==> config.mk <==
export PLATFORM = sky130hd
export DESIGN_NAME = contador_sat
export DESIGN_NICKNAME = d
export VERILOG_FILES = /design/src/rtl/sequencia_checker_contador_sat.sv
export SDC_FILE = /design/constraint.sdc
export NUM_CORES = 1
export LEC_CHECK = 0
export ABC_AREA = 1
export BUFFER_PORTS_ARGS = -buffer_cell sky130_fd_sc_hd__clkbuf_2
export CORE_AREA = 10 10 47 49
export CTS_BUF_LIST = sky130_fd_sc_hd__clkbuf_4
export CTS_CLUSTER_DIAMETER = 60
export DETAILED_ROUTE_END_ITERATION = 6
export DIE_AREA = 0 0 57 59
export GPL_TIMING_DRIVEN = 0
export PLACE_DENSITY_LB_ADDON = 0.25
export SETUP_SLACK_MARGIN = 0.05
export SYNTH_ARGS = -nofsm -noshare
export SYNTH_HDL_FRONTEND = slang
export SYNTH_SLANG_ARGS = --single-unit
export TNS_END_PERCENT = 5
==> constraint.sdc <==
create_clock -name clk -period 1.6 [get_ports clk]
set_clock_uncertainty 0.1 [all_clocks]
set_input_delay 0.16 -clock clk [delete_from_list [all_inputs] [get_ports clk]]
set_output_delay 0.16 -clock clk [all_outputs]
set_load 0.02 [all_outputs]
==> src/rtl/sequencia_checker_contador_sat.sv <==
// Up-counter that either wraps or saturates at all-ones (SAT selects).
// Registered output, increments on the edge where inc is high.
module contador_sat #(
    parameter int W   = 8,
    parameter bit SAT = 1'b0
) (
    input  logic         clk,
    input  logic         rst,
    input  logic         inc,
    output logic [W-1:0] q
);
    always_ff @(posedge clk or negedge rst) begin
        if (!rst) begin
            q <= '0;
        end else if (inc && !(SAT && (&q))) begin
            q <= q + W'(1);
        end
    end
endmodule

==> impl_metrics.py, run 1 <==
metrics = {
    "finish": {
        "mostFrequentLayoutCells": "16 x nand2_1, 10 x clkbuf_2, 8 x dfrtp_1, 4 x inv_1",
        "top_regs": "q x8",
        "area_growth_pct": 27.33,
        "fin_nets": 60,
        "final-seq-area_um2": 200.2,
        "final-instance-count-excl-fill": 70,
        "fill_cells": 162,
        "fin_area_um2": 478.0,
        "multiInputGateArea_um2": 160.2,
        "drive_gt1_share_pct": 29.63,
        "largest_register": "q",
        "antennaDiodeCount": 0,
        "layout_commonest_cell": "nand2_1",
        "largest_reg_flops": 8,
    },
    "die": {
        "rows": 14,
        "io_pins": 11,
        "die_w_um": 57,
        "initial_core_util_pct": 26.79,
        "die_h_um": 59,
        "core_area_mm2": 0.001401,
        "die-area_mm2": 0.003363,
    },
    "synthesis": {
        "ys_warn_count": 0,
        "avgSynthCellArea_um2": 9.384,
        "syn-num-nets": 44,
        "synth_top_area_cell": "dfrtp_1",
        "synth_area_um2": 375.4,
        "yosysUniqueCellTypes": 12,
        "yosysSeqAreaShare_pct": 53.33,
        "synth.area.top_cells": "dfrtp_1 53%, nand2_1 16%, xor2_1 7.0%",
        "syn_inst": 40,
        "synth_seq_cells": 8,
        "synth_top_area_share_pct": 53.33,
    },
    "critical_path": {
        "rrSetupSlack_ps": 420,
        "cpPeakStageDelay_ps": 420,
        "start_kind": "flop",
        "timing.rr.start": "q[0]",
        "critical_path.cell_chain": "ha_1 -> mux2_2",
        "r2r_cells": 2,
        "endpoint_kind": "flop",
        "r2r_end": "q[1]",
        "cp_slowest_cell": "dfrtp_1",
        "required_ps": 1640,
        "path_class": "reg2reg",
        "path_max_fanout": 4,
        "arrival_ps": 1220,
    },
    "timing": {
        "finalWorstSetupSlack_ps": 419.1,
        "slew_headroom_pct": 85.76,
        "tightestPinTransition_ps": 213.6,
        "tns_ps": 0,
        "grt_setup_unrepaired": "false",
        "fin_crit_ps": 1181,
        "hold_viol_final": 0,
        "period_share_pct": 73.81,
        "finalSetupViolations": 0,
        "slew_violations": 0,
        "hold_ws_ps": 38.86,
        "max_freq_mhz": 846.8,
    },
    "place": {
        "dp_hpwl_um": 573.8,
        "io_buffers": 10,
        "dp_slack_ps": 420.1,
        "dp.cells": 66,
        "placed_area_um2": 445.4,
        "place_congestion": 0.6610,
    },
    "detailed_routing": {
        "drt_iter0_drc": 5,
        "wire_per_inst_um": 10.61,
        "vias_per_cell": 4.286,
        "dr.pass1.iters": 4,
        "vias": 300,
        "drc_errors": 0,
        "wl_um": 743,
        "drtAntennaViolNets": 0,
    },
    "clock_tree": {
        "cts.sinks": 8,
        "cts_inserted_buffers": 3,
        "clk_pin_slew_ps": 60,
        "cts_root_buf": "clkbuf_4",
        "cts_resized": 0,
        "cts_max_level": 1,
        "postCtsHoldBufs": 1,
        "post-cts-setup-buffers": 0,
        "cts_tree": "done",
        "clkLatencyLatePin_ps": 250,
        "clockBufferDepth": 2,
    },
    "power": {
        "swShare_pct": 43.22,
        "p_per_area_mw_per_mm2": 1901,
        "ir_worst_vdd_uv": 646.5,
        "p_clk_share_pct": 17.2,
        "sequentialPowerShare_pct": 42.1,
        "power_frac_comb_pct": 40.6,
        "p_leak_nw": 0.2531,
        "p_int_uw": 515.9,
        "switchingPower_uw": 392.7,
    },
    "hold_path": {
        "hold_end": "q[0]",
        "holdCritStartpoint": "inc",
        "worst_hold_path.num_cells": 2,
        "hp-class": "in2reg",
    },
    "grt": {
        "grt_pass1_vias": 347,
        "overflow": 0,
        "grt_use_total_pct": 5.609,
        "antenna_found_initial": 0,
        "grt_max_degree": 9,
        "grt_first_pass_wirelength_um": 1455,
    },
    "run_status": {
        "outcome": "finished clean",
    },
    "run": {
        "max-cap-violations": 0,
    },
}
==> layer usage <==
layer  routed length, um  track usage (%)  share of wire [%]
met3                  62            3.863                8.3
met5                   0                0                  0
met2                 365            8.527                 49
met4                   8            4.027                1.1
met1                 307            5.314                 41
==> area by class of cell <==
class | instances | area share (%)
Sequential cell | 8 | 41.88
Multi-Input combinational cell | 28 | 33.51
Timing Repair Buffer | 11 | 12.57
Tap cell | 16 | 4.188
Inverter | 4 | 3.141
Clock buffer | 3 | 4.712
==> logic make-up after synthesis <==
| family | synth area share [%] |
|---|---|
| and+or+nand+nor | 27.00 |
| DFF | 53.33 |
| xor gates and xnor gates | 9.335 |
| buffers and inverters | 3.999 |
| muxes | 3.000 |
| adders and majority gates | 3.333 |
==> synthesized netlist by cell type <==
master,n
dfrtp_1,8
ha_1,1
inv_1,4
mux2_2,1
nand2_1,16
nand3_1,1
nand3b_1,2
nor2_1,1
nor2_2,1
nor2_4,1
xnor2_1,1
xor2_1,3
==> power by group through the flow <==
stage                     clock network [mW]  logic (mW)  registers [mW]
after floorplan                            0       0.154           0.477
after global placement                     0       0.371           0.385
after detailed placement                   0       0.378           0.388
after CTS                              0.166       0.381           0.387
after global routing                   0.177       0.424           0.404
final                                  0.157       0.369           0.383
==> through the flow <==
stage | total power [mW] | util, %
finish | 0.9086 | 34.11
global route | 1.005 | 34.11
CTS | 0.9340 | 34.11
detailed placement | 0.7669 | 31.79
global placement | 0.7567 | 31.79
floorplan | 0.6312 | -
==> critical path, delay by kind of cell (launching register included) <==
kind	cells	cell delay [ps]
adders and majority gates	1	290
muxes	1	260
DFF	1	420
==> how the worst max path moves through the flow <==
| stage | from | endpoint | cells past startpoint |
|---|---|---|---|
| 2_1_floorplan | q[0] | q[1] | 2 |
| 3_3_place_gp | q[0] | q[1] | 2 |
| 3_5_place_dp | q[0] | q[1] | 2 |
| 4_1_cts | q[0] | q[1] | 2 |
| 5_1_grt | q[0] | q[6] | 6 |
| 6_report | q[0] | q[1] | 2 |
Note: power is estimated with default switching activity, not from simulation.
==> inputs of run 2 (changes only) <==
==> constraint.sdc (replaced) <==
create_clock -name clk -period 1.13 [get_ports clk]
set_clock_uncertainty 0.1 [all_clocks]
set_input_delay 0.113 -clock clk [delete_from_list [all_inputs] [get_ports clk]]
set_output_delay 0.113 -clock clk [all_outputs]
set_load 0.02 [all_outputs]
==> run 2 against run 1 <==
  * The run now ends with setup timing left
  * Total power increased by 67%
  * Sequential cell count unchanged
  * Register-to-register slack got worse by 430 ps
  * Via count rose by 3.7%
  * Die area is the same
  * Combinational power grew 94%
  * Clock-buffer cell count stayed put
  * Global-route usage shrank 0.092 points
  * Critical path type unchanged
  * Critical endpoint unchanged
  * Largest cell class unchanged
==> impl_metrics.py, run 2 (synthesized netlist as in run 1, its figures left out) <==
metrics = {
    "run_status": {
        "outcome": "complete, but fails checks",
        "violations": "setup timing",
    },
    "finish": {
        "final-seq-area_um2": 205.2,
        "final-instance-count-excl-fill": 71,
        "fin_area_um2": 543.0,
        "top_regs": "q x8",
        "multiInputGateArea_um2": 188.9,
        "area_growth_pct": 44.67,
        "largest_register": "q",
        "drive_gt1_share_pct": 41.82,
        "fin_nets": 61,
        "layout_commonest_cell": "nand2_1",
        "mostFrequentLayoutCells": "15 x nand2_1, 4 x inv_1, 4 x clkbuf_2, 4 x dfrtp_2, 4 x dfrtp_1",
        "largest_reg_flops": 8,
        "fill_cells": 151,
        "antennaDiodeCount": 0,
    },
    "detailed_routing": {
        "dr_wl_met3_um": 56,
        "drc_errors": 0,
        "dr.pass1.iters": 2,
        "drt-met1-wl_um": 331,
        "drtAntennaViolNets": 0,
        "vias": 311,
        "top_layer_used": "met4",
        "wire_per_inst_um": 10.76,
        "wl_met2_um": 343,
        "drt_iter0_drc": 7,
        "wl_um": 764,
        "vias_per_cell": 4.380,
    },
    "clock_tree": {
        "cts_tree": "done",
        "cts_inserted_buffers": 3,
        "cts.sinks": 8,
        "cts_root_buf": "clkbuf_4",
        "clk_pin_slew_ps": 50,
        "cts_max_level": 1,
        "clockBufferDepth": 2,
        "clkLatencyLatePin_ps": 250,
    },
    "grt": {
        "grt_max_degree": 9,
        "grt_pass1_vias": 319,
        "overflow": 0,
        "grt_use_total_pct": 5.517,
        "grt_first_pass_wirelength_um": 1393,
        "antenna_found_initial": 0,
    },
    "die": {
        "rows": 14,
        "die_w_um": 57,
        "io_pins": 11,
        "core_area_mm2": 0.001401,
        "die_h_um": 59,
        "initial_core_util_pct": 26.79,
        "die-area_mm2": 0.003363,
    },
    "timing": {
        "finalWorstSetupSlack_ps": -10.20,
        "hold_viol_final": 0,
        "grt_setup_unrepaired": "true",
        "tightestPinTransition_ps": 208.2,
        "slew_headroom_pct": 86.12,
        "finalSetupViolations": 1,
        "fin_crit_ps": 1140,
        "max_freq_mhz": 877.0,
        "period_share_pct": 100.9,
        "slew_violations": 0,
    },
    "place": {
        "placed_area_um2": 447.9,
        "dp_hpwl_um": 566.2,
        "io_buffers": 10,
        "dp.cells": 66,
        "place_congestion": 0.6837,
    },
    "critical_path": {
        "critical_path.cell_chain": "ha_4 -> mux2_4",
        "path_class": "reg2reg",
        "required_ps": 1170,
        "cp_slowest_cell": "dfrtp_2",
        "start_kind": "flop",
        "path_max_fanout": 4,
        "cpPeakStageDelay_ps": 440,
        "arrival_ps": 1180,
        "endpoint_kind": "flop",
    },
    "hold_path": {
        "hp-class": "in2reg",
    },
    "power": {
        "p_leak_nw": 0.2739,
        "p_total_mw": 1.517,
        "ir_worst_vdd_uv": 1148,
        "p_per_area_mw_per_mm2": 2794,
    },
    "run": {
        "max-cap-violations": 0,
    },
}
-- run 2: cell types whose count changed in the layout (fill, tap and decap cells not counted), sizes merged --
cell / previous run / this run
buf: 0 / 6
clkbuf: 13 / 8
-- run 2: area by class of cell --
class,instances,area share (%)
sequential,8,37.79
multi-input combinational,28,34.79
timing repair buffer,12,16.82
clock buffer,3,4.147
tap,16,3.687
inverter,4,2.765
-- run 2: worst max-delay path: cells and delay by family, from the launching register on --
kind / cells / cell delay [ps]
flops: 1 / 440
mux: 1 / 250
fa+ha+maj: 1 / 240
-- run 2: power by group --
group / switching [mW] / total, mW / internal, mW
clock: 0.0964 / 0.218 / 0.121
combinational: 0.355 / 0.715 / 0.360
sequential: 0.162 / 0.585 / 0.423
total: 0.613 / 1.52 / 0.904
-- run 2: metrics by stage --
stage                     hold slack [ps]  setup WS, ps  util [%]  setup TNS [ps]
after CTS                           30.04        -5.571     38.21          -5.571
after floorplan                    -282.6        -77.32         -          -128.3
after detailed placement           -125.0        -31.33     31.96          -33.37
final                               33.25        -10.20     38.75          -10.20
after global routing                50.82        -29.95     38.75          -37.93
after global placement             -125.4        -29.58     31.96          -29.58
-- run 2: final timing paths --
| check | from | endpoint | slack (ps) | cells after the start |
|---|---|---|---|---|
| worst max-delay path | q[0] | q[1] | -10 | 2 |
| worst min-delay path | inc | q[0] | 30 | 2 |
| worst max register to register | q[0] | q[1] | -10 | 2 |
| worst min register to register | q[2] | q[2] | 410 | 1 |
| min in group asynchronous | rst | q[5] | 140 | 2 |
| max in group asynchronous | rst | q[0] | 590 | 2 |
-- run 2: what timing repair did --
item,CTS,global route
endpoints found under the setup margin,5,13
resized for setup,10,8
hold endpoints to repair,8,0
buffers inserted,1,0
pin swaps,3,2
hold buffers,1,0
-- run 2: metal layers --
| layer | vias up | global-route usage, % |
|---|---|---|
| met5 | - | 0 |
| met4 | 0 | 6.040 |
| met3 | 4 | 2.361 |
| met2 | 8 | 7.907 |
| met1 | 144 | 5.663 |
| li1 | 155 | - |
